<file path="config.mk">
export PLATFORM = sky130hd
export DESIGN_NAME = cdb_arbiter
export DESIGN_NICKNAME = d
export VERILOG_FILES = /design/src/rtl/cdb_arbiter.sv
export SDC_FILE = /design/constraint.sdc
export NUM_CORES = 1
export LEC_CHECK = 0
export ABC_AREA = 1
export CORE_UTILIZATION = 40
export DETAILED_ROUTE_END_ITERATION = 8
export PLACE_DENSITY = 0.84
export REMOVE_ABC_BUFFERS = 1
export SYNTH_ARGS = -nofsm -noshare
export SYNTH_HDL_FRONTEND = slang
export SYNTH_SLANG_ARGS = --single-unit
</file>
<file path="constraint.sdc">
create_clock -name clk -period 3.95 [get_ports clk]
set_clock_uncertainty 0.15 [all_clocks]
set_input_delay 0.79 -clock clk [delete_from_list [all_inputs] [get_ports clk]]
set_output_delay 0.79 -clock clk [all_outputs]
set_load 0.005 [all_outputs]
</file>
<file path="src/rtl/cdb_arbiter.sv">
// cdb_arbiter: round-robin arbiter sharing one common-data-bus completion
// port among NUM_REQ functional units. The winning payload is registered and
// broadcast one cycle after the grant; a flush suppresses grants that cycle.
// Optional build macro CDB_PERF_EN adds per-unit grant counters and a
// conflict-cycle counter; arbitration is identical with or without it.
module cdb_arbiter #(
  parameter int NUM_REQ   = 5,
  parameter int ROB_IDX_W = 4,
  parameter int DATA_W    = 32
) (
  input  logic                         clk,
  input  logic                         rst,
  input  logic                         flush,
  input  logic [NUM_REQ-1:0]           req_valid,
  input  logic [NUM_REQ*ROB_IDX_W-1:0] req_rob_idx,
  input  logic [NUM_REQ*DATA_W-1:0]    req_data,
  output logic [NUM_REQ-1:0]           req_ready,
  output logic                         cdb_valid,
  output logic [ROB_IDX_W-1:0]         cdb_rob_idx,
  output logic [DATA_W-1:0]            cdb_data,
  output logic [NUM_REQ-1:0]           cdb_src
`ifdef CDB_PERF_EN
  ,
  output logic [NUM_REQ*32-1:0]        perf_grant_cnt,
  output logic [31:0]                  perf_conflict_cnt
`endif
);

  localparam int PTR_W = $clog2(NUM_REQ);

  // Highest-priority requester for the current cycle.
  logic [PTR_W-1:0]   ptr;
  logic [NUM_REQ-1:0] grant;
  logic [PTR_W-1:0]   grant_idx;
  logic               found;
  logic [PTR_W:0]     scan_sum;
  logic [PTR_W-1:0]   scan_idx;
  logic [PTR_W-1:0]   next_ptr;

  // Round-robin scan starting at ptr with explicit compare-and-wrap.
  always_comb begin
    // NOTE: every variable gets a default first so no path leaves it unassigned and infers a latch.
    grant     = '0;
    grant_idx = '0;
    found     = 1'b0;
    scan_sum  = '0;
    scan_idx  = '0;
    for (int k = 0; k < NUM_REQ; k++) begin
      scan_sum = {1'b0, ptr} + (PTR_W+1)'(k);
      if (scan_sum >= (PTR_W+1)'(NUM_REQ)) begin
        scan_sum = scan_sum - (PTR_W+1)'(NUM_REQ);
      end
      scan_idx = scan_sum[PTR_W-1:0];
      if (!found && req_valid[scan_idx]) begin
        found           = 1'b1;
        grant[scan_idx] = 1'b1;
        grant_idx       = scan_idx;
      end
    end
    // Flush and reset both suppress every grant.
    if (flush || !rst) begin
      grant = '0;
    end
  end

  assign req_ready = grant;

  // Pointer moves one past the winner, wrapping the last unit back to 0.
  always_comb begin
    if (grant_idx == PTR_W'(NUM_REQ - 1)) begin
      next_ptr = '0;
    end else begin
      next_ptr = grant_idx + PTR_W'(1);
    end
  end

  // Broadcast register and priority pointer update.
  always_ff @(posedge clk or negedge rst) begin
    // NOTE: sequential state uses non-blocking assignments so all registers sample pre-edge values.
    if (!rst) begin
      ptr         <= '0;
      cdb_valid   <= 1'b0;
      cdb_rob_idx <= '0;
      cdb_data    <= '0;
      cdb_src     <= '0;
    end else if (|grant) begin
      ptr         <= next_ptr;
      cdb_valid   <= 1'b1;
      cdb_rob_idx <= req_rob_idx[grant_idx*ROB_IDX_W +: ROB_IDX_W];
      cdb_data    <= req_data[grant_idx*DATA_W +: DATA_W];
      cdb_src     <= grant;
    end else begin
      cdb_valid   <= 1'b0;
      cdb_src     <= '0;
    end
  end

`ifdef CDB_PERF_EN
  // Saturating per-unit grant counters and multi-requester conflict counter.
  always_ff @(posedge clk or negedge rst) begin
    if (!rst) begin
      perf_grant_cnt    <= '0;
      perf_conflict_cnt <= '0;
    end else begin
      for (int i = 0; i < NUM_REQ; i++) begin
        if (grant[i] && (perf_grant_cnt[i*32 +: 32] != 32'hFFFF_FFFF)) begin
          perf_grant_cnt[i*32 +: 32] <= perf_grant_cnt[i*32 +: 32] + 32'd1;
        end
      end
      if (!flush && ($countones(req_valid) > 1) && (perf_conflict_cnt != 32'hFFFF_FFFF)) begin
        perf_conflict_cnt <= perf_conflict_cnt + 32'd1;
      end
    end
  end
`else
  // Counters are not built; the datapath above is unchanged.
`endif

endmodule

</file>
* After elaboration in Yosys (flattened, before gate mapping) *
Index checks and enable logic that the tools add are counted.

operators by class
  bitwise logic cells = 4
  reductions and logical operators = 16
  shift operators = 2
  add/sub/neg operators = 10
  multiplexer cells = 43
  magnitude comparators = 15
  eq/ne operators = 1

operator list
  operator                                                               count
  160-bit by 9-bit variable part select with 32-bit output               1
  5-bit two-way mux                                                      7
  3-bit two-way mux                                                      11
  3-bit by 4-bit < comparator with 1-bit output, second input constant   5
  5-bit bitwise OR                                                       4
  20-bit by 6-bit variable part select with 4-bit output                 1
  4-bit by 3-bit >= comparator with 1-bit output, second input constant  4
  1-bit binary-select mux with 3-bit select                              5
  1-bit demux with 3-bit select                                          5
  3-bit by 1-bit >= comparator with 1-bit output, second input constant  5
  1-bit two-way mux                                                      15
  3-bit subtractor, second input constant                                5
  1-bit logical AND                                                      9
  3-bit by 2-bit adder with 4-bit output, second input constant          2
  1-bit logical NOT                                                      5
  5-bit OR reduction                                                     1
  3-bit by 1-bit adder with 4-bit output, second input constant          1
  3-bit by 3-bit adder with 4-bit output, second input constant          1
  3-bit by 1-bit adder with 3-bit output, second input constant          1
  3-bit == test, second input constant                                   1
  3-bit >= comparator, second input constant                             1
  1-bit logical OR                                                       1

word-level totals
  input port bits = 188
  bits in registers = 45
  word-level logic and storage cells = 96
  output and inout bits = 47

* Longest topological paths before layout *
  depth in word-level cells = 20
  gate-level depth with buffers = 26
  gate-level depth less buffers = 24

* Worst setup path after synthesis *
OpenSTA, ideal clock, no wires.

  kind = flip-flop to output port
  start point = register ptr[1]
  end point = output req_ready[4]
  data required time = 3.010 ns
  setup slack = 0.399 ns
  arrival = 2.611 ns
  path buffers = 0
  stages on the path, launching flop included = 14
  cells stage by stage = dfrtp_1 inv_1 ha_1 ha_1 or2_2 o21ai_1 a21oi_1 nand3_1 nand3_1 nor3_2 nand3_1 nand3_1 nand2_1 inv_1

between the ends
  cells in the longest elaborated chain, start to end = 18
  elaborated cells between the ends (all ways) = 76
  those cells by class = 9 x add/sub; 15 x order compare; 35 x mux; 4 x bitwise; 13 x reduce/logical

ends and longest elaborated chain
  item                                                                             line  text
  start, declared                                                                  32    logic [PTR_W-1:0] ptr;
  start signal, assigned                                                           87    ptr <= next_ptr;
  branches (longest 16 deep; another with 3-bit by 1-bit adder with 4-bit output)  --
  5-bit two-way mux (*)                                                            54    if (!found && req_valid[scan_idx]) begin
  5-bit two-way mux (*)                                                            61    if (flush || !rst) begin
  end, declared                                                                    17    output logic [NUM_REQ-1:0] req_ready,

Every way passes the cells marked *. The select of a mux whose other input is x is not followed.

* Final worst setup path *
Same ends and word-level chain as after synthesis.

==> results.py <==
metrics = {
    "sta": {
        "maxSlewHeadroom_pct": 60.14,
        "drv_slew": 0,
        "hold_viol": 0,
        "tightestPinTransition_ns": 0.5980,
        "grt_setup_unrepaired": "yes",
        "setup_viol": 0,
        "period_share_pct": 99.18,
        "period_minus_slack_ns": 3.917,
        "fmax_mhz": 255.3,
    },
    "grt": {
        "grt_overflow": 0,
        "antenna_found_initial": 0,
        "grt_util_all_layers_pct": 29.45,
        "grt_pass1_vias": 6651,
        "grt_pass1_wl_um": 30970,
        "grt_max_degree": 46,
    },
    "logic_synthesis": {
        "seq_area_frac_synth_pct": 21.67,
        "syn_inst": 947,
        "synth_cell_type_count": 31,
        "synth_seq_cells": 45,
        "netlist_area_um2": 5197,
        "yosys_warnings": 0,
        "syn_area_per_cell_um2": 5.488,
    },
    "run": {
        "drv_cap": 0,
    },
    "min_path": {
        "min_path_cells": 2,
        "hold_path_end": "cdb_rob_idx[0]",
        "min_path_type": "flip-flop to flip-flop",
        "hold_start": "cdb_rob_idx[0]",
    },
    "finish": {
        "fin_area_um2": 8650,
        "fin_nets": 1407,
        "area_growth_pct": 66.42,
        "fin_cells": 1381,
        "drive_gt1_share_pct": 15.22,
        "diodes": 0,
    },
    "floorplanning": {
        "coreArea_um2": 12620,
        "die_h_um": 116.0,
        "io_pins": 235,
        "start_util_pct": 41.19,
        "dieArea_um2": 13450,
        "die_x_um": 116.0,
        "rows": 41,
    },
    "drt": {
        "routedWlPerCell_um": 14.55,
        "dr_wl_met2_um": 10170,
        "top_layer": "met4",
        "drt_iter0_drc": 359,
        "totalWireLength_um": 20100,
        "vias": 7061,
        "drc_errors": 0,
        "ant_nets": 0,
        "met3_length_um": 1130,
        "via_per_inst": 5.113,
        "drt_pass1_iterations": 5,
        "met1_length_um": 7973,
    },
    "cts": {
        "cts_buffers": 5,
        "root_buffer": "clkbuf_16",
        "hold_buffers": 0,
        "htree_levels": 2,
        "clock_path_buffers": 2,
        "clk_latency_ns": 0.29,
        "cts.clk_slew.worst_paths_ns": 0.06,
        "cts_tree": "yes",
        "cts.sinks": 45,
    },
    "place": {
        "hpwl_um": 14190,
        "place_congestion": 0.8917,
        "dp_cells": 1352,
        "numPortBuffers": 234,
        "placed_area_um2": 7955,
    },
    "worst_setup_path": {
        "critPathKind": "flip-flop to output pin",
        "crit_path_start_kind": "flip-flop",
        "r2r_start": "ptr[1]",
        "cp.required_ns": 3.01,
        "cp-end-kind": "output pin",
        "path_max_fanout": 4,
        "reg2reg_slack_ns": 0.17,
        "r2r_end": "cdb_rob_idx[3]",
        "arrival_ns": 2.98,
        "rr_worst_depth": 25,
    },
    "run_status": {
        "run_status": "complete, no violations",
    },
}
[metrics by stage]
step / util [%] / hold WS (ns) / TNS, ns / worst slack [ns]
floorplan: - / 0.3444 / -86.32 / -2.062
global placement: 63.04 / 0.3422 / -0.1244 / -0.06483
detailed placement: 63.04 / 0.3450 / -0.3248 / -0.1282
CTS: 65.35 / 0.3633 / -0.1344 / -0.09328
global route: 68.54 / 0.3839 / -0.6205 / -0.1149
finish: 68.54 / 0.3595 / 0 / 0.03258
[what timing repair did]
item	in CTS	in global routing
pin swaps	9	24
cloned	0	1
setup endpoints to repair	5	44
gates resized for setup	35	85
setup buffers	7	13
[cell usage in the layout (no fill, tap or decap), drive strengths merged]
cell and instances:
xnor2 1, a21boi 1, nor3 1, ha 10
dlygate4sd2 1, a22oi 1, nand3b 1, clkdlybuf4s50 228
and2 1, inv 112, clkinvlp 1, nand4 79
nand3 125, clkinv 1, or2 1, nor2 30
fa 1, dfrtp 45, a21oi 7, o21ai 10
xor2 1, buf 81, clkbuf 10, nand2 460
[logic make-up after synthesis]
| family | share of synthesized area, % |
|---|---|
| flops | 21.67 |
| compound gates | 2.215 |
| xor+xnor | 0.3371 |
| buf+inv | 14.23 |
| fa+ha+maj | 2.793 |
| simple gates | 58.76 |
[sequential cells by signal (all words and copies together) (netlist names)]
name,flops
cdb_data,32
cdb_src,5
ptr,3
cdb_rob_idx,4
cdb_valid,1
[Yosys cell counts]
| cell type | count | area share, % |
|---|---|---|
| nor2_2 | 4 | 0.48 |
| and2_1 | 1 | 0.12 |
| fa_1 | 1 | 0.39 |
| inv_2 | 7 | 0.51 |
| dfrtp_1 | 45 | 22 |
| o21ai_2 | 1 | 0.17 |
| or2_2 | 1 | 0.12 |
| ha_1 | 10 | 2.4 |
| nand3_1 | 120 | 12 |
| a21oi_4 | 1 | 0.31 |
| a22oi_1 | 1 | 0.14 |
| nand3_2 | 5 | 0.96 |
| o21ai_1 | 3 | 0.29 |
| buf_1 | 9 | 0.65 |
| buf_4 | 4 | 0.58 |
| buf_2 | 21 | 2.0 |
| xnor2_1 | 1 | 0.17 |
| buf_6 | 7 | 1.5 |
| nand4_1 | 79 | 9.5 |
| nand2_1 | 454 | 33 |
| a21boi_1 | 1 | 0.14 |
| inv_1 | 106 | 7.7 |
| nand3b_1 | 1 | 0.14 |
| xor2_1 | 1 | 0.17 |
| a21oi_1 | 6 | 0.58 |
| o21ai_0 | 6 | 0.58 |
| nor2_1 | 24 | 1.7 |
| nor3_2 | 1 | 0.19 |
| nor2_4 | 2 | 0.43 |
| nand2_2 | 6 | 0.72 |
| clkbuf_1 | 18 | 1.3 |
[worst max path at each step]
stage                 from  slack, ns      endpoint
finish              ptr[1]       0.03  req_ready[4]
global route        ptr[1]      -0.11  req_ready[4]
CTS                 ptr[0]      -0.09  req_ready[1]
detailed placement  ptr[0]      -0.13  req_ready[1]
global placement    ptr[0]      -0.06  req_ready[3]
floorplan           ptr[0]      -2.06   cdb_data[0]
[cell type report]
type                       instances  area (um2)
sequential                        45        1127
timing repair buffer             313        3037
clock inverter                     1       5.005
inverter                         113       432.9
fill                            1109        3970
multi-input combinational        730        3680
tap                              172       215.2
clock buffer                       7       152.6
[critical path, cell delays in order, from the launching register on]
cell	delay [ns]
dfrtp_2	0.43
inv_2	0.08
buf_4	0.14
ha_1	0.29
inv_1	0.05
nand2_1	0.19
nand2_4	0.11
nand2_4	0.09
nand2_4	0.06
nor2_4	0.11
nand2_2	0.07
nor2_4	0.10
nor2_4	0.06
buf_4	0.14
nor3_4	0.18
nand3_2	0.10
nand3_2	0.11
nand2_2	0.06
inv_1	0.07
dlygate4sd2_1	0.23
[metal layers]
layer	global-route usage, %	vias to the layer above
li1	-	3525
met3	5.387	60
met2	53.49	281
met4	14.87	0
met5	0	-
met1	32.82	3195
Power is not shown: default switching activity piles up to over one toggle a cycle in this logic, so the estimate is an artifact.
